--- src/rtl/cpu_pkg.sv ---
// Shared definitions for the 5-stage CPU: hazard FSM states and
// register-file constants used by the hazard controller.
package cpu_pkg;

  typedef enum logic [0:0] {
    S_RUN   = 1'b0,
    S_FLUSH = 1'b1
  } hz_state_t;

  localparam logic [4:0] REG_ZERO  = 5'd0;
  localparam int         MAX_FLUSH = 4;
  // Wide enough to hold MAX_FLUSH itself.
  localparam int         REM_W     = $clog2(MAX_FLUSH) + 1;

endpackage

--- src/rtl/id_hazard_ctrl_sat_counter.sv ---
// Saturating up-counter used for the hazard debug event counters;
// it sticks at all-ones instead of wrapping.
module sat_counter #(
  parameter int W = 16
) (
  input  logic         CLK,
  input  logic         RESET,
  input  logic         inc,
  output logic [W-1:0] count
);

  // Count register: clear on reset, step on inc until all-ones.
  always_ff @(posedge CLK) begin
    if (RESET) begin
      count <= '0;
    end else if (inc && (count != {W{1'b1}})) begin
      count <= count + W'(1);
    end else begin
      count <= count;
    end
  end

endmodule

--- src/rtl/id_hazard_ctrl.sv ---
// ID-stage hazard controller: load-use stalls, taken-branch flushes and
// whole-pipe freeze on data-memory wait, with debug event counters.
module id_hazard_ctrl
  import cpu_pkg::*;
#(
  parameter int FLUSH_CYCLES = 1,
  parameter int CNT_W        = 16
) (
  input  logic             CLK,
  input  logic             RESET,
  input  logic [4:0]       ID_Rs,
  input  logic [4:0]       ID_Rt,
  input  logic             ID_UsesRt,
  input  logic             EX_MemRead,
  input  logic             EX_RegWriteEN,
  input  logic [4:0]       EX_DstReg,
  input  logic             EX_Beq,
  input  logic             EX_Bne,
  input  logic             EX_Zero,
  input  logic             MEM_Wait,
  output logic             PCWriteEN,
  output logic             PCSrcSEL,
  output logic             IFIDWriteEN,
  output logic             IFIDFlush,
  output logic             CtrlBubble,
  output logic             PipeHold,
  output logic [CNT_W-1:0] StallCnt,
  output logic [CNT_W-1:0] FlushCnt
);

  localparam logic [REM_W-1:0] FLUSH_INIT = REM_W'(FLUSH_CYCLES - 1);

  hz_state_t        state, state_next;
  logic [REM_W-1:0] remaining, rem_next;
  logic             taken, lu, stall_inc, flush_inc;

  assign taken = (EX_Beq & EX_Zero) | (EX_Bne & ~EX_Zero);
  assign lu    = EX_MemRead & EX_RegWriteEN & (EX_DstReg != REG_ZERO) &
                 ((EX_DstReg == ID_Rs) | (ID_UsesRt & (EX_DstReg == ID_Rt)));

  // FSM state and remaining-bubble register.
  always_ff @(posedge CLK) begin
    if (RESET) begin
      state     <= S_RUN;
      remaining <= '0;
    end else begin
      state     <= state_next;
      remaining <= rem_next;
    end
  end

  // Mealy outputs and next state; MEM_Wait freezes everything, including remaining.
  always_comb begin
    PCWriteEN   = 1'b1;
    PCSrcSEL    = 1'b0;
    IFIDWriteEN = 1'b1;
    IFIDFlush   = 1'b0;
    CtrlBubble  = 1'b0;
    PipeHold    = 1'b0;
    state_next  = state;
    rem_next    = remaining;
    stall_inc   = 1'b0;
    flush_inc   = 1'b0;
    if (RESET) begin
      PCWriteEN   = 1'b0;
      IFIDWriteEN = 1'b0;
      IFIDFlush   = 1'b1;
      CtrlBubble  = 1'b1;
      state_next  = S_RUN;
      rem_next    = '0;
    end else begin
      case (state)
        S_RUN: begin
          if (MEM_Wait) begin
            PCWriteEN   = 1'b0;
            IFIDWriteEN = 1'b0;
            PipeHold    = 1'b1;
          end else if (taken) begin
            PCSrcSEL   = 1'b1;
            IFIDFlush  = 1'b1;
            CtrlBubble = 1'b1;
            flush_inc  = 1'b1;
            if (FLUSH_CYCLES > 1) begin
              state_next = S_FLUSH;
              rem_next   = FLUSH_INIT;
            end else begin
              state_next = S_RUN;
            end
          end else if (lu) begin
            PCWriteEN   = 1'b0;
            IFIDWriteEN = 1'b0;
            CtrlBubble  = 1'b1;
            stall_inc   = 1'b1;
          end else begin
            state_next = S_RUN;
          end
        end
        S_FLUSH: begin
          if (MEM_Wait) begin
            PCWriteEN   = 1'b0;
            IFIDWriteEN = 1'b0;
            PipeHold    = 1'b1;
          end else begin
            IFIDFlush  = 1'b1;
            CtrlBubble = 1'b1;
            if (remaining <= REM_W'(1)) begin
              state_next = S_RUN;
              rem_next   = '0;
            end else begin
              state_next = S_FLUSH;
              rem_next   = remaining - REM_W'(1);
            end
          end
        end
        default: begin
          state_next = S_RUN;
          rem_next   = '0;
        end
      endcase
    end
  end

  sat_counter #(.W(CNT_W)) u_stall_cnt (
    .CLK   (CLK),
    .RESET (RESET),
    .inc   (stall_inc),
    .count (StallCnt)
  );

  sat_counter #(.W(CNT_W)) u_flush_cnt (
    .CLK   (CLK),
    .RESET (RESET),
    .inc   (flush_inc),
    .count (FlushCnt)
  );

endmodule

--- config.mk ---
export PLATFORM = sky130hd
export DESIGN_NAME = id_hazard_ctrl
export DESIGN_NICKNAME = d
export VERILOG_FILES = /design/src/rtl/cpu_pkg.sv /design/src/rtl/id_hazard_ctrl_sat_counter.sv /design/src/rtl/id_hazard_ctrl.sv
export SDC_FILE = /design/constraint.sdc
export NUM_CORES = 1
export LEC_CHECK = 0
export CAP_MARGIN = 5
export CELL_PAD_IN_SITES_DETAIL_PLACEMENT = 0
export CELL_PAD_IN_SITES_GLOBAL_PLACEMENT = 2
export CORE_MARGIN = 3
export CORE_UTILIZATION = 26
export DETAILED_ROUTE_END_ITERATION = 8
export PLACE_DENSITY = 0.78
export SYNTH_ARGS = -nofsm -noshare
export SYNTH_HDL_FRONTEND = slang
export SYNTH_SLANG_ARGS = --single-unit
export TNS_END_PERCENT = 100
--- constraint.sdc ---
create_clock -name CLK -period 2.03 [get_ports CLK]
set_input_delay 0.406 -clock CLK [delete_from_list [all_inputs] [get_ports CLK]]
set_output_delay 0.406 -clock CLK [all_outputs]
set_load 0.01 [all_outputs]
Word level (Yosys, flattened, before mapping)
Cells that the tools add are included.
{"block": "word_totals", "memories": 0, "register_bits": 36, "input_bits": 24, "latch_bits": 0, "mem_bits_ro": 0, "wordCells": 54, "out_inout_bits": 38, "ramBits": 0}
{"block": "op_classes", "order_cmp": 1, "mul": 0, "shift": 0, "div_mod_pow": 0, "n_reduce_logical": 4, "n_eq_ne": 4, "bitwise_logic": 11, "muxes": 27, "n_addsub": 3}
{"operator": "adder 16 x 1 -> 16 bit, second input constant", "n": 2}
{"operator": "inequality test 16 bit, second input constant", "n": 2}
{"operator": "two-way mux 1 bit", "n": 22}
{"operator": "== test 5 bit", "n": 2}
{"operator": "one-hot mux 1 bit (2 select lines)", "n": 4}
{"operator": "AND 1 bit", "n": 6}
{"operator": "nonzero test 5 bit", "n": 1}
{"operator": "less-or-equal comparator 3 x 1 -> 1 bit, second input constant", "n": 1}
{"operator": "two-way mux 3 bit", "n": 1}
{"operator": "NOT 1 bit", "n": 3}
{"operator": "subtractor 3 x 1 -> 3 bit, second input constant", "n": 1}
{"operator": "logical AND 1 bit", "n": 2}
{"operator": "bitwise OR 1 bit", "n": 2}
{"operator": "AND reduction 2 bit", "n": 1}

Depth between registers and ports, before layout
{"block": "depth", "ltp_word": 10, "ltp_mapped": 7, "ltp_nobuf": 7}

By module
A second synthesis with hierarchy kept.
{"block": "unflattened", "hier_cells": 249, "area_unflattened_um2": 2122.0}
{"module": "sat_counter", "area_each_um2": 848.3, "n_inst": 2, "seq_area_each_um2": 320.3, "cells_per_inst": 99}
{"module": "id_hazard_ctrl", "area_each_um2": 425.4, "n_inst": 1, "seq_area_each_um2": 80.1, "cells_per_inst": 51}

Worst setup path before layout
OpenSTA, ideal clock, no wires.
{"block": "synth_timing", "path_kind": "input port to output port", "from": "input port EX_DstReg[1]", "to": "output port PCWriteEN", "t_arrival_ps": 1768, "setup_slack_ps": -144, "n_path_buf": 1, "stages": 5, "required_time_ps": 1624, "cell_sequence": "or4_1 o211ai_2 nor2_1 a21boi_0 buf_4"}
{"block": "synth_via", "elab_chain_len": 9, "elab_cells_between_ends": 12, "cone_classes": "2 x eq/ne; 5 x mux; 4 x bitwise; 1 x reduce/logical"}
{"item": "start, declared", "line_no": "id_hazard_ctrl.sv:16", "text": "input logic [4:0] EX_DstReg,"}
{"item": "== test 5 bit", "line_no": "id_hazard_ctrl.sv:39", "text": "((EX_DstReg == ID_Rs) | (ID_UsesRt & (EX_DstReg == ID_Rt)));"}
{"item": "AND 1 bit", "line_no": "id_hazard_ctrl.sv:39"}
{"item": "bitwise OR 1 bit", "line_no": "id_hazard_ctrl.sv:39"}
{"item": "AND 1 bit (*)", "line_no": "id_hazard_ctrl.sv:38", "text": "assign lu = EX_MemRead & EX_RegWriteEN & (EX_DstReg != REG_ZERO) &"}
{"item": "two-way mux 1 bit (*) (3 in series)"}
{"item": "one-hot mux 1 bit (2 select lines) (*)"}
{"item": "two-way mux 1 bit (*)"}
{"item": "end, declared", "line_no": "id_hazard_ctrl.sv:21", "text": "output logic PCWriteEN,"}
Mark *: on every way between the ends. The rest lies on a longest branch, timed or not.

Worst setup path after layout
{"block": "layout_timing", "from": "input port EX_DstReg[1]", "to": "output port IFIDWriteEN"}
{"block": "layout_via", "elab_chain_len": 9, "elab_cells_between_ends": 12, "cone_classes": "2 x eq/ne; 5 x mux; 4 x bitwise; 1 x reduce/logical"}
{"item": "== test 5 bit", "line_no": "id_hazard_ctrl.sv:39"}
{"item": "AND 1 bit", "line_no": "id_hazard_ctrl.sv:39"}
{"item": "bitwise OR 1 bit", "line_no": "id_hazard_ctrl.sv:39"}
{"item": "AND 1 bit (*)", "line_no": "id_hazard_ctrl.sv:38"}
{"item": "two-way mux 1 bit (*)", "line_no": "id_hazard_ctrl.sv:89", "text": "end else if (lu) begin"}
{"item": "two-way mux 1 bit (*)", "line_no": "id_hazard_ctrl.sv:78", "text": "end else if (taken) begin"}
{"item": "two-way mux 1 bit (*)", "line_no": "id_hazard_ctrl.sv:74", "text": "if (MEM_Wait) begin"}
{"item": "one-hot mux 1 bit (2 select lines) (*)", "line_no": "id_hazard_ctrl.sv:72", "text": "case (state)"}
{"item": "two-way mux 1 bit (*)", "line_no": "id_hazard_ctrl.sv:64", "text": "if (RESET) begin"}
{"item": "end, declared", "line_no": "id_hazard_ctrl.sv:23", "text": "output logic IFIDWriteEN,"}
Marks and branches as above.

==> reports/metrics.cfg <==
[outcome]
outcome = complete, but fails checks
violations = setup timing

[power]
power_switching_w = 0.000331
combPwrFrac_pct = 12.8
p_clk_share_pct = 37.1
pwr-share-seq_pct = 50.1
switching_share_pct = 23.4
p_int_w = 0.00108
power_leakage_nw = 1.23
vdd_ir_drop_max_uv = 296
p_per_area_nw_per_um2 = 459

[die]
ios = 62
initial_core_util_pct = 27.6
row_count = 30
core_um2 = 6980
fp.dieW_um = 92.1
dieHeight_um = 92.1
die-area_um2 = 8490

[sta]
rsz0062_at_grt = yes
maxSlewViolCount = 0
setup_violations = 2
setup_tns_ns = -0.0833
slew_headroom_pct = 74.4
finalCriticalPeriod_ns = 2.07
fmax_mhz = 483
worst_pin_slew_ns = 0.383
holdWs_ns = 0.497
finalHoldViolCount = 0
fin_skew_ns = 0.00203
period_share_pct = 102
fin_ws_ns = -0.0422

[setup_path]
worstSetupEndpointType = output port
arrival_ns = 1.67
slowest_delay_ns = 0.42
path_class = in -> out
endpoint = IFIDWriteEN
r2r_end = u_stall_cnt.count[15]$_SDFFE_PP0P_
crit_path_max_fanout = 2
ff2ff_setup_slack_ns = 0.15
start_kind = input pin
crit_start = EX_DstReg[1]
crit_chain = clkdlybuf4s15_1, or4_4, o211ai_2, buf_6, nor2_4, a21boi_4, buf_2
cp.required_ns = 1.62
regToRegStartpoint = u_stall_cnt.count[0]$_SDFFE_PP0P_
reg2reg_depth = 8
slowest_stage = or4_4

[global_routing]
overflow = 0
grt_max_degree = 36
antenna_found_initial = 0
grt_pass1_wl_um = 9160
grt_pass1_vias = 1949
grt_usage_pct = 13.2

[detailed_routing]
ant_nets = 0
drc_errors = 0
wl_um = 5470
via_per_inst = 4.55
drt_iter0_drc = 62
post_drt_wl_per_cell_um = 12.9
vias = 1934
first_pass_iters = 4

[flow_run]
maxCapViolCount = 0

[finish]
antenna_cells = 0
nNetsFinal = 356
fillers = 743
seqCellArea_um2 = 721
drive_gt1_share_pct = 22.8
multi_input_area_um2 = 1260
fin_util_pct = 44.1
area_growth_pct = 59.7

[cts]
h-tree-depth = 2
cts_buffers = 5
cts_tree = done
clock_latency_ns = 0.28
cts.sinks = 36
clk_pin_slew_ns = 0.07
cts_root_buffer = clkbuf_8
cts_hold_buf = 0
clockBufferDepth = 2

[logic_synthesis]
ys_ff_latch = 36
seq_area_frac_synth_pct = 37.4
synth_nets = 258
synth_cell_types = 40
syn_inst = 230
yosysWarnings = 0
ys.flop_type = dfxtp_1
synth-edff-count = 0
yosys-top-cells-area = dfxtp_1 37%, xnor2_1 8.2%, nor2_1 6.8%, xor2_1 5.0%, nand2_1 4.1%
synth_area_per_cell_um2 = 8.39
syn-cell-area_um2 = 1930
yosysTopAreaCell = dfxtp_1
synthArstFlopShare_pct = 0
yosys.area.top_type_share_pct = 37.4

[worst_hold_path]
hp-start = remaining[1]$_SDFFE_PP0P_
worstHoldPathType = reg -> reg

[placed_design]
io_buffer_count = 61
gp_congestion = 0.738
dpl.hpwl_um = 4000

## state kept, by name, summed over array words and instances, names as in the netlist
signal             count
u_flush_cnt.count     16
u_stall_cnt.count     16
state                  1
remaining              3
## per-layer routing
metal	wire length, um	GRT usage, %
met5	0	0
met4	47	3.71
met3	255	3.12
met2	2630	21.7
met1	2540	17.2
## cells by family after synthesis
logic type | after synthesis | share of synthesized area, %
multiplexers | 6 | 3.18
adder cells (fa/ha/maj) | 4 | 2.59
AND/OR/NAND/NOR | 113 | 30.2
buffers and inverters | 14 | 3.70
XOR/XNOR | 29 | 13.2
AO/OA/AOI/OAI | 28 | 9.79
flip-flops | 36 | 37.4
## per-stage QoR
| stage | std cells | instance area [um2] | total power [W] | worst slack, ns |
|---|---|---|---|---|
| 6_report | 425 | 3080 | 0.00141 | -0.0422 |
| 3_3_place_gp | 414 | 2870 | 0.000896 | -0.739 |
| 2_1_floorplan | 230 | 1930 | 0.000794 | 0.0584 |
| 5_1_grt | 425 | 3080 | 0.00149 | -0.105 |
| 3_5_place_dp | 414 | 2870 | 0.000896 | -0.771 |
| 4_1_cts | 427 | 3010 | 0.00143 | -0.0678 |
## power by group through the flow
stage | combinational [W] | clock (W) | sequential (W)
after floorplan | 0.0000674 | 0 | 0.000727
after global placement | 0.000171 | 0 | 0.000725
after detailed placement | 0.000171 | 0 | 0.000725
after CTS | 0.000175 | 0.000551 | 0.000708
after global routing | 0.000198 | 0.000581 | 0.000709
final | 0.000182 | 0.000525 | 0.000709
## worst max-delay path, delay by kind of cell
| family | cells | cell delay, ns |
|---|---|---|
| buf+inv | 3 | 0.47 |
| compound gates | 2 | 0.32 |
| simple gates | 2 | 0.46 |
## cell usage after synthesis, types with 2 or more instances
cell and number:
inv_1 8, dfxtp_1 36, or3_1 5, ha_1 4, nor3_1 7, buf_6 2, nand3_1 14, a211oi_1 4
nor2b_1 2, mux2i_1 5, and3_1 5, or4_1 5, xnor2_1 18, nand2b_1 2, nor2_1 35, o211ai_1 3
nand4_1 7, a21oi_1 10, clkbuf_1 2, o21ai_0 5, nand4_2 2, xor2_1 11, nand2_1 21
## how the worst min path moves through the flow
stage / depth (start not counted) / to / slack [ns]
global route: 1 / state$_SDFF_PP0_ / 0.52
global placement: 1 / state$_SDFF_PP0_ / 0.47
CTS: 1 / state$_SDFF_PP0_ / 0.49
detailed placement: 1 / state$_SDFF_PP0_ / 0.48
finish: 2 / remaining[1]$_SDFFE_PP0P_ / 0.50
floorplan: 1 / state$_SDFF_PP0_ / 0.46
## cell usage in the layout, fill, tap and decap left out, types with 7 or more instances in the layout
master            n
xor2_1           11
a21oi_1           9
clkdlybuf4s50_1  35
xnor2_1          13
nor2_1           33
nand4_1           7
nand3_1          13
buf_4            32
dlygate4sd2_1    11
nand2_1          21
inv_1             8
dfxtp_1          36
## final cells by class
type	instances	area share, %
clock buffer	8	2.92
inverter	9	1.10
multi-input combinational	180	40.8
sequential	36	23.4
tap	96	3.90
timing repair buffer	96	27.9
## what timing repair did
item | CTS | global route
buffers inserted | 5 | 0
resized for setup | 59 | 18
endpoints found under the setup margin | 28 | 22
pin swaps | 14 | 12
No activity file was read; power rests on OpenSTA's default activity.
